--- config.mk ---
export PLATFORM = sky130hd
export DESIGN_NAME = mseq_sync_acq_flat
export DESIGN_NICKNAME = d
export VERILOG_FILES = /design/src/rtl/mseq_sync_acq_if.sv /design/src/rtl/mseq_sync_acq.sv /design/src/flat_wrapper.sv
export SDC_FILE = /design/constraint.sdc
export NUM_CORES = 1
export LEC_CHECK = 0
export BUFFER_PORTS_ARGS = -buffer_cell sky130_fd_sc_hd__buf_2
export CAP_MARGIN = 5
export CORE_UTILIZATION = 42
export CTS_CLUSTER_DIAMETER = 80
export DETAILED_ROUTE_END_ITERATION = 6
export PLACE_DENSITY_LB_ADDON = 0.12
export SYNTH_ARGS = -nofsm -noshare
export SYNTH_HDL_FRONTEND = slang
export SYNTH_SLANG_ARGS = --single-unit
--- constraint.sdc ---
create_clock -name clk -period 3.3 [get_ports clk]
set_clock_uncertainty 0.1 [all_clocks]
set_input_delay 0.33 -clock clk [delete_from_list [all_inputs] [get_ports clk]]
set_output_delay 0.33 -clock clk [all_outputs]
set_load 0.005 [all_outputs]
--- src/rtl/mseq_sync_acq_if.sv ---
// Chip-stream and acquisition-status bundle between the M-sequence
// acquisition stage (slave) and its environment (master).
interface mseq_sync_acq_if;
    logic       init_load;
    logic [4:0] rx_m_state;
    logic       chip_in;
    logic       chip_valid;
    logic       sync_flag;
    logic [4:0] slip_count;
    logic       data_out;
    logic       data_valid;
    logic       acq_fail;

    modport master (
        output init_load, rx_m_state, chip_in, chip_valid,
        input  sync_flag, slip_count, data_out, data_valid, acq_fail
    );

    modport slave (
        input  init_load, rx_m_state, chip_in, chip_valid,
        output sync_flag, slip_count, data_out, data_valid, acq_fail
    );
endinterface

--- src/rtl/mseq_sync_acq.sv ---
// Receive-side M-sequence acquisition: correlates 31-chip windows against a local
// x^5+x^2+1 LFSR, slips local phase one chip per failed window, tracks lock, despreads data.
module mseq_sync_acq #(
    parameter int unsigned THRESH   = 28,
    parameter int unsigned CONFIRM  = 2,
    parameter int unsigned LOSS_MAX = 2
) (
    input  logic           clk,
    input  logic           reset,
    mseq_sync_acq_if.slave bus
);
    localparam int unsigned SEQ_LEN   = 31;
    localparam logic [4:0]  LFSR_RST  = 5'b10101;
    localparam logic [4:0]  LAST_IDX  = 5'(SEQ_LEN - 1);
    localparam logic [4:0]  HI_THR    = 5'(THRESH);
    localparam logic [4:0]  LO_THR    = 5'(SEQ_LEN - THRESH);
    localparam logic [4:0]  HALF      = 5'(SEQ_LEN / 2);
    localparam logic [3:0]  CONF_N    = 4'(CONFIRM);
    localparam logic [3:0]  LOSS_N    = 4'(LOSS_MAX);
    localparam logic        ONE_SHOT  = (CONFIRM <= 1);

    typedef enum logic [1:0] {
        ST_SEARCH  = 2'd0,
        ST_SLIP    = 2'd1,
        ST_CONFIRM = 2'd2,
        ST_LOCK    = 2'd3
    } state_t;

    state_t     state_r;
    logic [4:0] lfsr_r;
    logic [4:0] win_cnt_r;
    logic [4:0] agree_r;
    logic [4:0] slip_cnt_r;
    logic [3:0] pass_cnt_r;
    logic [3:0] fail_cnt_r;
    logic       sync_r;
    logic       data_out_r;
    logic       data_valid_r;
    logic       acq_fail_r;

    logic [4:0] agree_sum_s;
    logic       win_pass_s;
    logic       bit_val_s;
    logic       win_end_s;
    logic [3:0] pass_inc_s;
    logic [3:0] fail_inc_s;

    function automatic logic [4:0] lfsr_next(input logic [4:0] s);
        return {s[0] ^ s[2], s[4:1]};
    endfunction

    // The all-zero state is the LFSR lock-up state, so it is never loaded.
    function automatic logic [4:0] seed_fix(input logic [4:0] s);
        logic [4:0] r;
        if (s == 5'b00000) begin
            r = 5'b00001;
        end else begin
            r = s;
        end
        return r;
    endfunction

    // Low agreement also passes: that is the window carrying an inverted data bit.
    function automatic logic window_pass(input logic [4:0] a);
        return (a >= HI_THR) || (a <= LO_THR);
    endfunction

    // Window statistics including the chip presented this cycle.
    always_comb begin
        agree_sum_s = agree_r + {4'b0000, bus.chip_in ~^ lfsr_r[0]};
        win_pass_s  = window_pass(agree_sum_s);
        bit_val_s   = (agree_sum_s <= HALF);
        win_end_s   = (win_cnt_r == LAST_IDX);
        pass_inc_s  = pass_cnt_r + 4'd1;
        fail_inc_s  = fail_cnt_r + 4'd1;
    end

    // Acquisition/tracking state machine with all outputs registered.
    always_ff @(posedge clk) begin
        if (reset) begin
            state_r      <= ST_SEARCH;
            lfsr_r       <= LFSR_RST;
            win_cnt_r    <= 5'd0;
            agree_r      <= 5'd0;
            slip_cnt_r   <= 5'd0;
            pass_cnt_r   <= 4'd0;
            fail_cnt_r   <= 4'd0;
            sync_r       <= 1'b0;
            data_out_r   <= 1'b0;
            data_valid_r <= 1'b0;
            acq_fail_r   <= 1'b0;
        end else begin
            data_valid_r <= 1'b0;
            acq_fail_r   <= 1'b0;
            if (bus.init_load) begin
                state_r    <= ST_SEARCH;
                lfsr_r     <= seed_fix(bus.rx_m_state);
                win_cnt_r  <= 5'd0;
                agree_r    <= 5'd0;
                slip_cnt_r <= 5'd0;
                pass_cnt_r <= 4'd0;
                fail_cnt_r <= 4'd0;
                sync_r     <= 1'b0;
            end else if (bus.chip_valid) begin
                case (state_r)
                    ST_SLIP: begin
                        // Discarded chip: the input moves on, the local phase does not.
                        if (slip_cnt_r == LAST_IDX) begin
                            slip_cnt_r <= 5'd0;
                            acq_fail_r <= 1'b1;
                        end else begin
                            slip_cnt_r <= slip_cnt_r + 5'd1;
                        end
                        win_cnt_r <= 5'd0;
                        agree_r   <= 5'd0;
                        state_r   <= ST_SEARCH;
                    end
                    ST_SEARCH, ST_CONFIRM, ST_LOCK: begin
                        lfsr_r <= lfsr_next(lfsr_r);
                        if (!win_end_s) begin
                            win_cnt_r <= win_cnt_r + 5'd1;
                            agree_r   <= agree_sum_s;
                        end else begin
                            win_cnt_r <= 5'd0;
                            agree_r   <= 5'd0;
                            if (state_r == ST_LOCK) begin
                                data_valid_r <= 1'b1;
                                data_out_r   <= bit_val_s;
                                if (win_pass_s) begin
                                    fail_cnt_r <= 4'd0;
                                end else if (fail_inc_s >= LOSS_N) begin
                                    fail_cnt_r <= 4'd0;
                                    pass_cnt_r <= 4'd0;
                                    sync_r     <= 1'b0;
                                    state_r    <= ST_SLIP;
                                end else begin
                                    fail_cnt_r <= fail_inc_s;
                                end
                            end else if (!win_pass_s) begin
                                pass_cnt_r <= 4'd0;
                                state_r    <= ST_SLIP;
                            end else if ((state_r == ST_SEARCH && ONE_SHOT) ||
                                         (state_r == ST_CONFIRM && pass_inc_s >= CONF_N)) begin
                                // The window that completes confirmation already carries data.
                                pass_cnt_r   <= pass_inc_s;
                                fail_cnt_r   <= 4'd0;
                                slip_cnt_r   <= 5'd0;
                                sync_r       <= 1'b1;
                                data_valid_r <= 1'b1;
                                data_out_r   <= bit_val_s;
                                state_r      <= ST_LOCK;
                            end else if (state_r == ST_SEARCH) begin
                                pass_cnt_r <= 4'd1;
                                state_r    <= ST_CONFIRM;
                            end else begin
                                pass_cnt_r <= pass_inc_s;
                            end
                        end
                    end
                    default: begin
                        state_r <= ST_SEARCH;
                    end
                endcase
            end else begin
                state_r <= state_r;
            end
        end
    end

    assign bus.sync_flag  = sync_r;
    assign bus.slip_count = slip_cnt_r;
    assign bus.data_out   = data_out_r;
    assign bus.data_valid = data_valid_r;
    assign bus.acq_fail   = acq_fail_r;
endmodule

--- src/flat_wrapper.sv ---
// flat-port wrapper written by rule: the top's interface ports become plain ports
module mseq_sync_acq_flat 
#(
    parameter int unsigned THRESH   = 28,
    parameter int unsigned CONFIRM  = 2,
    parameter int unsigned LOSS_MAX = 2
)
  (clk, reset, bus_init_load, bus_rx_m_state, bus_chip_in, bus_chip_valid, bus_sync_flag, bus_slip_count, bus_data_out, bus_data_valid, bus_acq_fail);
  mseq_sync_acq_if bus_i ();
  input  logic clk;
  input  logic reset;
  input wire logic [$bits(bus_i.init_load)-1:0] bus_init_load;
  input wire logic [$bits(bus_i.rx_m_state)-1:0] bus_rx_m_state;
  input wire logic [$bits(bus_i.chip_in)-1:0] bus_chip_in;
  input wire logic [$bits(bus_i.chip_valid)-1:0] bus_chip_valid;
  output wire logic [$bits(bus_i.sync_flag)-1:0] bus_sync_flag;
  output wire logic [$bits(bus_i.slip_count)-1:0] bus_slip_count;
  output wire logic [$bits(bus_i.data_out)-1:0] bus_data_out;
  output wire logic [$bits(bus_i.data_valid)-1:0] bus_data_valid;
  output wire logic [$bits(bus_i.acq_fail)-1:0] bus_acq_fail;
  assign bus_i.init_load = bus_init_load;
  assign bus_i.rx_m_state = bus_rx_m_state;
  assign bus_i.chip_in = bus_chip_in;
  assign bus_i.chip_valid = bus_chip_valid;
  assign bus_sync_flag = bus_i.sync_flag;
  assign bus_slip_count = bus_i.slip_count;
  assign bus_data_out = bus_i.data_out;
  assign bus_data_valid = bus_i.data_valid;
  assign bus_acq_fail = bus_i.acq_fail;
  mseq_sync_acq #(.THRESH(THRESH), .CONFIRM(CONFIRM), .LOSS_MAX(LOSS_MAX)) u_core (.clk(clk), .reset(reset), .bus(bus_i));
endmodule
==> run_results.csv <==
group,metric,value,unit
outcome,status,"finished clean",
final_layout,area_growth,11.90,%
critical_path,required,3.39,ns
floorplanning,dieWidth,68.38,microns
logic_synthesis,netlist_instances,230,
floorplanning,start_util,44.97,%
logic_synthesis,synth_top_flop_cell,"dfxtp_1",
global_route,grt_pass1_vias,1443,
clock_network,cts.sinks,34,
logic_synthesis,synth_edf_count,0,
logic_synthesis,ys_types,47,
logic_synthesis,seq_area_frac_synth,36.78,%
clock_network,cts_resized,0,
clock_network,tritoncts,"done",
floorplanning,die_h,68.38,microns
critical_path,setup.worst_path.start_class,"flip-flop",
clock_network,clockRootBuffer,"clkbuf_8",
floorplanning,dieArea,4675,sq um
job,maxCapViolations,0,
sta,post-route-period-util,82.01,%
sta,slew_headroom,45.06,%
clock_network,numCtsBuffers,5,
clock_network,clock_path_buffers,2,
clock_network,clkTransAtPathRegs,0.07,ns
logic_synthesis,synth_nets,250,
global_route,grt_usage,18.93,%
final_layout,final_core_util,50.32,%
sta,hold_viol_final,0,
sta,finalSetupTns,0,ns
clock_network,cts.htree.levels,2,
placement,dpl.cell_count,291,
critical_path,cp.arrival,2.80,ns
worst_hold_path,hp-class,"input port to flip-flop",
floorplanning,core,4115,sq um
power_and_ir_drop,pwr_density_cell,379.4,nW/um^2
final_layout,final_layout_size_suffix_gt1_share,12.85,%
detailed_routing,drt-initial-drc-count,86,
clock_network,cts-hold-fix-buffers,0,
global_route,grt_max_degree,22,
final_layout,fin_nets,268,
logic_synthesis,synth_seq_cells,34,
final_layout,stdcell_area,2071,sq um
sta,period_needed,2.706,ns
floorplanning,num_rows,23,
sta,maxSlewViolCount,0,
detailed_routing,via_per_inst,5.575,
placement,place_congestion,0.7941,
global_route,antenna_found_initial,0,
detailed_routing,totalWireLength,4.042,mm
final_layout,final_common_cell,"dfxtp_1",
critical_path,reg2reg_slack,0.59,ns
critical_path,worstPathMaxFanout,7,
power_and_ir_drop,p_leak,0.8417,nW
detailed_routing,drc,0,
clock_network,post-cts-setup-buffers,0,
critical_path,crit_type,"flip-flop to flip-flop",
detailed_routing,via_count,1667,
sta,rsz0062_at_grt,"no",
sta,finalSetupViolations,0,
logic_synthesis,async_flop_share,0,%
power_and_ir_drop,peakVddDrop,0.1795,mV
logic_synthesis,yosys_warnings,0,
clock_network,clock_latency,0.28,ns
final_layout,final_cell_mix,"34 x dfxtp_1, 30 x nand2_1, 26 x nor2_1",
logic_synthesis,synth_area_per_cell,8.046,sq um
placement,hpwlAfterDp,2.853,mm
global_route,grt_remaining_overflow,0,
sta,max_freq,369.5,MHz
floorplanning,io_pins,19,
detailed_routing,wl_per_cell,13.52,microns
placement,port_buffers,18,
placement,postPlaceCellArea,1979,sq um
detailed_routing,antenna_left,0,
detailed_routing,dr.pass1.iters,4,
sta,worst_pin_slew,0.8211,ns
logic_synthesis,netlist_area,1851,sq um
global_route,grt_first_pass_wirelength,6.534,mm
critical_path,end_kind,"flip-flop",
final_layout,stdcell_count,299,
final_layout,n_antenna_cell,0,
synthesized netlist by cell type, types with 2 or more instances:
cell type  count  share of area (%)
and4_1         2               0.95
o21ai_0        9                2.4
o22ai_1        2               0.68
a31o_2         3                1.4
a22oi_1        3                1.2
a31oi_1        3                1.0
and3_1         3                1.0
xnor2_1        6                2.8
clkbuf_1       6                1.2
nand2_1       30                6.1
nand2b_1       5                1.7
a21o_1         2               0.81
a311oi_1       2               0.95
mux2i_1        3                1.6
ha_1          10                6.8
or3_1          4                1.4
o31ai_1        4                1.6
nor2_1        26                5.3
dfxtp_1       34                 37
nand4_1        4                1.4
inv_1          4               0.81
nand3_1        7                1.9
nor2b_1        5                1.7
a211oi_1       3                1.2
nor3_1         8                2.2
or4_1          2               0.81
o221a_2        2                1.2
a21oi_1       18                4.9
nand3b_1       2               0.81
where the power goes:
| group | switching, W | internal, W |
|---|---|---|
| Combinational | 0.0000294 | 0.0000173 |
| Sequential | 0.00000452 | 0.000416 |
| Clock | 0.000150 | 0.000168 |
| Total | 0.000184 | 0.000602 |
kinds of logic (layout without fill, tap and decap cells):
group                    count (synthesis)  count (layout)  synth area share (%)
XOR/XNOR                                 7               7                 3.313
flip-flops                              34              34                 36.78
AO/OA/AOI/OAI                           60              60                 21.77
multiplexers                             3               3                 1.623
adder cells (fa/ha/maj)                 10              10                 6.761
buffers and inverters                   13              32                 2.704
AND/OR/NAND/NOR                        103             103                 27.05
flip-flops by register name (all words and copies together), names as in the netlist:
name	flops
u_core.bus.data_out	1
u_core.pass_cnt_r	4
u_core.bus.data_valid	1
u_core.bus.acq_fail	1
u_core.state_r	2
u_core.agree_r	5
u_core.lfsr_r	5
u_core.win_cnt_r	5
u_core.bus.sync_flag	1
u_core.bus.slip_count	5
u_core.fail_cnt_r	4
cell type report:
cell class | instances | area [sq um]
Multi-Input combinational cell | 183 | 1120
Timing Repair Buffer | 19 | 97.59
Tap cell | 50 | 62.56
Sequential cell | 34 | 680.7
Clock inverter | 1 | 5.005
Inverter | 5 | 18.77
Fill cell | 401 | 2044
Clock buffer | 7 | 86.33
through the flow:
step	hold slack (ns)	setup slack (ns)	total power (W)
global route	0.1740	0.3561	0.0008149
finish	0.1765	0.5936	0.0007856
CTS	0.1684	0.6123	0.0007919
global placement	0.3634	0.5895	0.0004769
detailed placement	0.3666	0.5765	0.0004770
floorplan	0.2991	0.8252	0.0004617
per-layer routing:
metal / track usage, % / share of wire (%)
met1: 26.46 / 53
met2: 26.84 / 42
met3: 4.500 / 3.9
met4: 9.115 / 1.9
met5: 0 / 0
path summary, 6_finish.rpt:
path,start,to,cells past startpoint
max,u_core.lfsr_r[0]$_SDFFE_PP1P_,u_core.bus.slip_count[4]$_SDFFE_PP0P_,9
min,bus_rx_m_state[4],u_core.lfsr_r[4]$_SDFFE_PP1P_,2
max reg2reg,u_core.lfsr_r[0]$_SDFFE_PP1P_,u_core.bus.slip_count[4]$_SDFFE_PP0P_,9
min reg2reg,u_core.bus.data_out$_SDFFE_PP0P_,u_core.bus.data_out$_SDFFE_PP0P_,2
critical path, stage by stage (launching register included):
cell and delay (ns):
dfxtp_1 0.38, xnor2_1 0.09, ha_1 0.24, ha_1 0.27, nor2b_1 0.16, a21oi_1 0.16, o22ai_1 0.14, nor2_1 0.37
o21ai_0 0.34, a311oi_1 0.34
No activity file was read; power rests on OpenSTA's default activity.
